File: src/rtl/wait_pass_monitor.sv
// wait_pass_monitor
//   End-of-test detector for simulation. Watches the commit stream of the
//   core, counts elapsed cycles and retired instructions, and counts
//   retirements of the write_tohost instruction (TOHOST_PC). The result
//   checker waits for done (hit count == HIT_TARGET).
//
// Ports
//   clk                    : clock, all state updates on posedge
//   rst                    : synchronous active-high reset
//   commit_valid           : one instruction retires this cycle
//   commit_pc              : PC of the retiring instruction (XLEN bits)
//   pc_write_to_host_cnt   : retirements at TOHOST_PC, saturates at HIT_TARGET
//   pc_write_to_host_cycle : cycle_count captured at the first TOHOST_PC hit
//   valid_ir_cycle         : retired instruction count
//   cycle_count            : cycles since reset release
//   done                   : pc_write_to_host_cnt == HIT_TARGET
//   timeout                : sticky watchdog flag (WAIT_PASS_TIMEOUT_EN only)
//
// Build option
//   `define WAIT_PASS_TIMEOUT_EN adds the timeout port and a watchdog that
//   fires when cycle_count reaches TIMEOUT_CYCLES before done.

module wait_pass_monitor #(
    parameter int unsigned        XLEN           = 64,
    parameter logic [XLEN-1:0]    TOHOST_PC      = 64'h8000_0040,
    parameter int unsigned        HIT_TARGET     = 8,
    parameter logic [31:0]        TIMEOUT_CYCLES = 32'd2_000_000
) (
    input  logic            clk,
    input  logic            rst,
    input  logic            commit_valid,
    input  logic [XLEN-1:0] commit_pc,
    output logic [31:0]     pc_write_to_host_cnt,
    output logic [31:0]     pc_write_to_host_cycle,
    output logic [31:0]     valid_ir_cycle,
    output logic [31:0]     cycle_count,
    output logic            done
`ifdef WAIT_PASS_TIMEOUT_EN
    ,
    output logic            timeout
`endif
);

    localparam logic [31:0] TARGET = 32'(HIT_TARGET);

    logic [31:0] hit_cnt_q,  hit_cnt_d;
    logic [31:0] hit_cyc_q,  hit_cyc_d;
    logic [31:0] ir_cnt_q,   ir_cnt_d;
    logic [31:0] cyc_cnt_q,  cyc_cnt_d;
    logic        hit;
    logic        done_w;
    logic        freeze;

    assign hit    = commit_valid && (commit_pc == TOHOST_PC);
    assign done_w = (hit_cnt_q == TARGET);

`ifdef WAIT_PASS_TIMEOUT_EN
    logic timeout_q, timeout_d;

    // Cycle and instruction counters stop on either end condition; the hit
    // counter keeps running after a timeout so the checker still sees hits.
    assign freeze = done_w || timeout_q;
`else
    assign freeze = done_w;
`endif

    always_comb begin
        hit_cnt_d = hit_cnt_q;
        hit_cyc_d = hit_cyc_q;
        ir_cnt_d  = ir_cnt_q;
        cyc_cnt_d = cyc_cnt_q;
`ifdef WAIT_PASS_TIMEOUT_EN
        timeout_d = timeout_q;
`endif

        if (!freeze) begin
            cyc_cnt_d = cyc_cnt_q + 32'd1;
            if (commit_valid) begin
                ir_cnt_d = ir_cnt_q + 32'd1;
            end
`ifdef WAIT_PASS_TIMEOUT_EN
            // Flag is raised on the same edge cycle_count lands on the limit,
            // so cycle_count holds exactly at TIMEOUT_CYCLES.
            if (cyc_cnt_d == TIMEOUT_CYCLES) begin
                timeout_d = 1'b1;
            end
`endif
        end

        if (hit && (hit_cnt_q < TARGET)) begin
            hit_cnt_d = hit_cnt_q + 32'd1;
            // First hit records the pre-increment cycle count.
            if (hit_cnt_q == '0) begin
                hit_cyc_d = cyc_cnt_q;
            end
        end
    end

    always_ff @(posedge clk) begin
        if (rst) begin
            hit_cnt_q <= '0;
            hit_cyc_q <= '0;
            ir_cnt_q  <= '0;
            cyc_cnt_q <= '0;
`ifdef WAIT_PASS_TIMEOUT_EN
            timeout_q <= 1'b0;
`endif
        end else begin
            hit_cnt_q <= hit_cnt_d;
            hit_cyc_q <= hit_cyc_d;
            ir_cnt_q  <= ir_cnt_d;
            cyc_cnt_q <= cyc_cnt_d;
`ifdef WAIT_PASS_TIMEOUT_EN
            timeout_q <= timeout_d;
`endif
        end
    end

    assign pc_write_to_host_cnt   = hit_cnt_q;
    assign pc_write_to_host_cycle = hit_cyc_q;
    assign valid_ir_cycle         = ir_cnt_q;
    assign cycle_count            = cyc_cnt_q;
    assign done                   = done_w;
`ifdef WAIT_PASS_TIMEOUT_EN
    assign timeout                = timeout_q;
`endif

endmodule

File: config.mk
export PLATFORM = sky130hd
export DESIGN_NAME = wait_pass_monitor
export DESIGN_NICKNAME = d
export VERILOG_FILES = /design/src/rtl/wait_pass_monitor.sv
export SDC_FILE = /design/constraint.sdc
export NUM_CORES = 1
export LEC_CHECK = 0
export BUFFER_PORTS_ARGS = -buffer_cell sky130_fd_sc_hd__buf_2
export CAP_MARGIN = 20
export CORE_ASPECT_RATIO = 0.75
export CORE_MARGIN = 4
export CORE_UTILIZATION = 50
export DETAILED_ROUTE_END_ITERATION = 8
export GPL_TIMING_DRIVEN = 0
export PLACE_DENSITY = 0.8
export SLEW_MARGIN = 10
export SYNTH_ARGS = -nofsm -noshare
export SYNTH_HDL_FRONTEND = slang
export SYNTH_SLANG_ARGS = --single-unit
File: constraint.sdc
create_clock -name clk -period 4.55 [get_ports clk]
set_clock_uncertainty 0.2 [all_clocks]
set_input_delay 0.2275 -clock clk [delete_from_list [all_inputs] [get_ports clk]]
set_output_delay 0.2275 -clock clk [all_outputs]
set_load 0.05 [all_outputs]
---- After elaboration in Yosys (flattened, before gate mapping) ----
Index checks and enable logic that the tools add are counted.
cells by class
  $add $sub $neg .......................... 3
  $lt $le $gt $ge ......................... 1
  eq/ne operators ......................... 2
  bitwise gates (word level) .............. 1
  reduce and logical (&&, ||, !) cells .... 5
operators with widths
  cell                                                          number
  adder 32 x 1 -> 32 bit (second input constant)                3
  equality test 64 x 32 -> 1 bit (second input constant)        1
  equality test 32 x 4 -> 1 bit (second input constant)         1
  zero test 32 bit                                              1
  less-than comparator 32 x 4 -> 1 bit (second input constant)  1
  AND reduction 2 bit                                           2
  logical AND 1 bit                                             2
  inverter 1 bit                                                1
storage, ports and cells
  bits in registers ....................... 128
  bits of input ports ..................... 67
  output and inout port bits .............. 129
  logic and storage cells ................. 16

---- Logic depth before layout (Yosys ltp) ----
  depth in word-level cells ............... 4
  gate-level depth with buffers ........... 10
  gate-level depth less buffers ........... 8

---- Worst setup path after synthesis ----
OpenSTA, ideal clock, no wires.
  kind .................................... flip-flop to flip-flop
  start ................................... register hit_cnt_q[0] (netlist: pc_write_to_host_cnt[0])
  end ..................................... register ir_cnt_q[25] (netlist: valid_ir_cycle[25])
  library setup time ...................... 0.071 ns
  arrival time ............................ 2.554 ns
  required time ........................... 4.279 ns
  setup slack ............................. 1.726 ns
  cell stages (with the launch flop) ...... 11
  buffers on the path ..................... 2
  clock period less this slack ............ 2.824 ns
  cell sequence ........................... dfxtp_1 inv_1 ha_1 nor2b_1 clkbuf_1 nand2_1 or3_1 buf_2 inv_1 or4_1 a21oi_1
on the way
  cells in the longest elaborated chain, start to end .. 3
ends and longest elaborated chain
  item                                  RTL line  source
  start, declared                       46        logic [31:0] hit_cnt_q, hit_cnt_d;
  start signal, assigned                109       hit_cnt_q <= hit_cnt_d;
  equality test 32 x 4 -> 1 bit         55        assign done_w = (hit_cnt_q == TARGET);
  net done                              37        output logic done
  inverter 1 bit (no source line)       -
  AND reduction 2 bit (no source line)  -
  end signal, assigned                  111       ir_cnt_q <= ir_cnt_d;
  end, declared                         48        logic [31:0] ir_cnt_q, ir_cnt_d;
The timed path passes the listed nets, and every way through them passes these cells.
A chain may end at the register's enable or synchronous reset.

---- Worst setup path after layout ----
  start ................................... register hit_cnt_q[17] (netlist: pc_write_to_host_cnt[17])
  end ..................................... output port done
on the way
  cells in the longest elaborated chain, start to end .. 1
ends and longest elaborated chain
  item                           RTL line
  equality test 32 x 4 -> 1 bit  55
  end, declared                  37
Every way passes these cells.

==> run_results.csv <==
group,metric,value,unit
outcome,outcome,"finished clean",
layout,drive_gt1_share,29.0,%
setup_path,cpMostUsedCell,"buf_2",
pwr,fin_total_pwr,2.68,mW
min_path,hold_class,"input port to flip-flop",
yosys,yosysTopAreaCell,"dfxtp_1",
clocking,post_cts_resized,0,
yosys,syn_nets,716,
timing,worst_slack,1430,ps
drt,firstDrtPassIters,7,
global_routing,antenna_found_initial,0,
clocking,path_clk_slew,60,ps
drt,drt-wirelength-per-cell,17.8,um
drt,totalWireLength,18100,um
layout,seq_area,2560,um^2
yosys,yosys_warnings,0,
setup_path,slowest_stage,"nor4_1",
setup_path,cp-end-kind,"output pin",
layout,post_layout_nonfiller_instances,1012,
timing,min_period_over_period,68.7,%
yosys,async_reset_ff_share,0,%
layout,num-fill-cells,907,
setup_path,cp_max_fo,9,
layout,multiInputGateArea,2780,um^2
global_routing,grt_pass1_vias,5625,
drt,vias,6014,
die,ioPinCount,196,
yosys,synth_seq_cells,128,
yosys,synthTopCellsByCount,"dfxtp_1 (128), a21oi_1 (74), o21ai_0 (58)",
pwr,peakVddDrop,0.000250,V
clocking,cts_max_path_buffers,2,
global_routing,grt_max_degree,17,
timing,rsz0062_at_grt,"no",
setup_path,worst_setup_path_start_kind,"flip-flop",
setup_path,required,4120,ps
drt,vias_per_cell,5.94,
timing,timing.final.crit_period,3120,ps
setup_path,path_cells,"nor4_1 -> nand3_1 -> or3_1 -> buf_2 -> inv_1 -> buf_2",
global_routing,overflow,0,
yosys,synth-edff-count,0,
place,io_buffers,195,
timing,max_freq,0.320,GHz
clocking,cts-root-buf,"clkbuf_16",
place,pre_cts_slack,1670,ps
die,initial_utilization,51.1,%
clocking,worstSkewPairLatency,420,ps
die,fp.coreArea,10900,um^2
die,die_w,130,um
clocking,ctsHtreeMaxLevel,4,
die,die_area,13000,um^2
timing,worst_pin_slew,919,ps
clocking,clkSinkCount,128,
global_routing,grt_usage,27.4,%
job,drv_cap,0,
yosys,yosys.area.top_type_share,45.8,%
setup_path,cp_data_arrival_time,2700,ps
place,dp_cells,980,
place,place.gp.congestion,0.865,
layout,diodes,0,
timing,slew_headroom,37.8,%
timing,finalSetupViolations,0,
layout,syn2layout_area_growth,31.9,%
timing,hold_viol_final,0,
drt,initialDrtViolationCount,361,
drt,drc,0,
timing,slew_viol_final,0,
clocking,cts_tree,"built",
timing,setup_tns,0,ps
yosys,synth_cell_types,45,
setup_path,critical_path_class,"flip-flop to output pin",
setup_path,max_stage_delay,490,ps
yosys,synth_most_common_cell,"dfxtp_1",
clocking,numCtsBuffers,17,
drt,antenna_left,0,
die,fp-row-count,33,
yosys,syn_area_per_cell,8.67,um^2
layout,final_util,67.4,%
pwr,p_leak,3.05,nW
global_routing,grt_pass1_wl,28400,um
yosys,syn_area,5590,um^2
yosys,synth_cells,645,
yosys,synthTopCellsByArea,"dfxtp_1 (46%), a21oi_1 (6.6%), nand4_1 (6.4%)",
place,dp_hpwl,13400,um
yosys,ys.flop_type,"dfxtp_1",
layout,nets,930,
pwr,powerDensity,363,nW/um^2
clocking,cts_setup_buffers,0,
clocking,hold_buffers,0,
die,die_h,99.6,um
yosys,synth_seq_area_share,45.8,%
[metal layers]
layer	GRT usage (%)	part of all wire (%)	up-vias	wire [um]
met5	0	0	-	0
met4	7.99	1.2	0	218
met3	6.87	8.2	25	1490
met2	42.4	46	256	8290
met1	37.8	45	2873	8050
li1	-	-	2860	-
[final timing paths]
kind / from / endpoint / slack [ps] / cells past startpoint
worst max-delay path: pc_write_to_host_cnt[17] / done / 1430 / 6
worst min-delay path: rst / cycle_count[10] / 50 / 3
worst max register to register: pc_write_to_host_cnt[17] / pc_write_to_host_cycle[30] / 1590 / 7
worst min register to register: pc_write_to_host_cycle[15] / pc_write_to_host_cycle[15] / 270 / 2
[report_power, final]
group | switching (mW) | internal, mW
combinational | 0.0580 | 0.0330
sequential | 0.00731 | 1.12
clock | 0.530 | 0.924
[final cells by class]
class                   count  share of cell area, %
multi-input cells         462                   37.7
flip-flops and latches    128                   34.7
clock buffers              17                   5.77
clock inverters            15                   2.82
plain buffers              42                   2.66
inverters                  13                  0.662
repair buffers            195                   13.2
well taps                 140                   2.37
[state kept, by name, summed over array words and instances (netlist names)]
register	count
valid_ir_cycle	32
pc_write_to_host_cycle	32
cycle_count	32
pc_write_to_host_cnt	32
[cell families (layout without fill, tap and decap cells)]
logic type,Yosys count,after routing,share of synthesized area [%]
xor gates and xnor gates,19,19,2.98
DFF,128,128,45.8
adders and majority gates,4,4,0.895
AOI/OAI and AO/OA,171,171,17.3
muxes,1,1,0.201
buffers and inverters,55,282,4.39
and+or+nand+nor,267,267,28.5
[through the flow]
step           hold slack, ps  area (um^2)
3_3_place_gp              256         6740
3_5_place_dp              266         6740
5_1_grt                  60.6         7380
6_report                 48.5         7380
2_1_floorplan             199         5590
4_1_cts                  44.6         7380
[placed cells by master, fill, tap and decap left out, types with 13 or more instances in the layout]
cell type,count
nand4_1,57
and3_1,13
clkbuf_1,28
o21ai_0,58
nor2b_1,35
dfxtp_1,128
nand2_1,33
nand3_1,16
buf_2,199
or3_1,17
nor4_1,20
xor2_1,17
o31ai_1,16
clkbuf_16,17
or4_1,23
nor2_1,30
inv_1,13
a21oi_1,74
[worst max-delay path, delay by kind of cell (launching register included)]
family	cells	cell delay, ps
simple gates	3	1230
buf+inv	3	720
flops	1	320
Power figures use the tool's default switching activity.
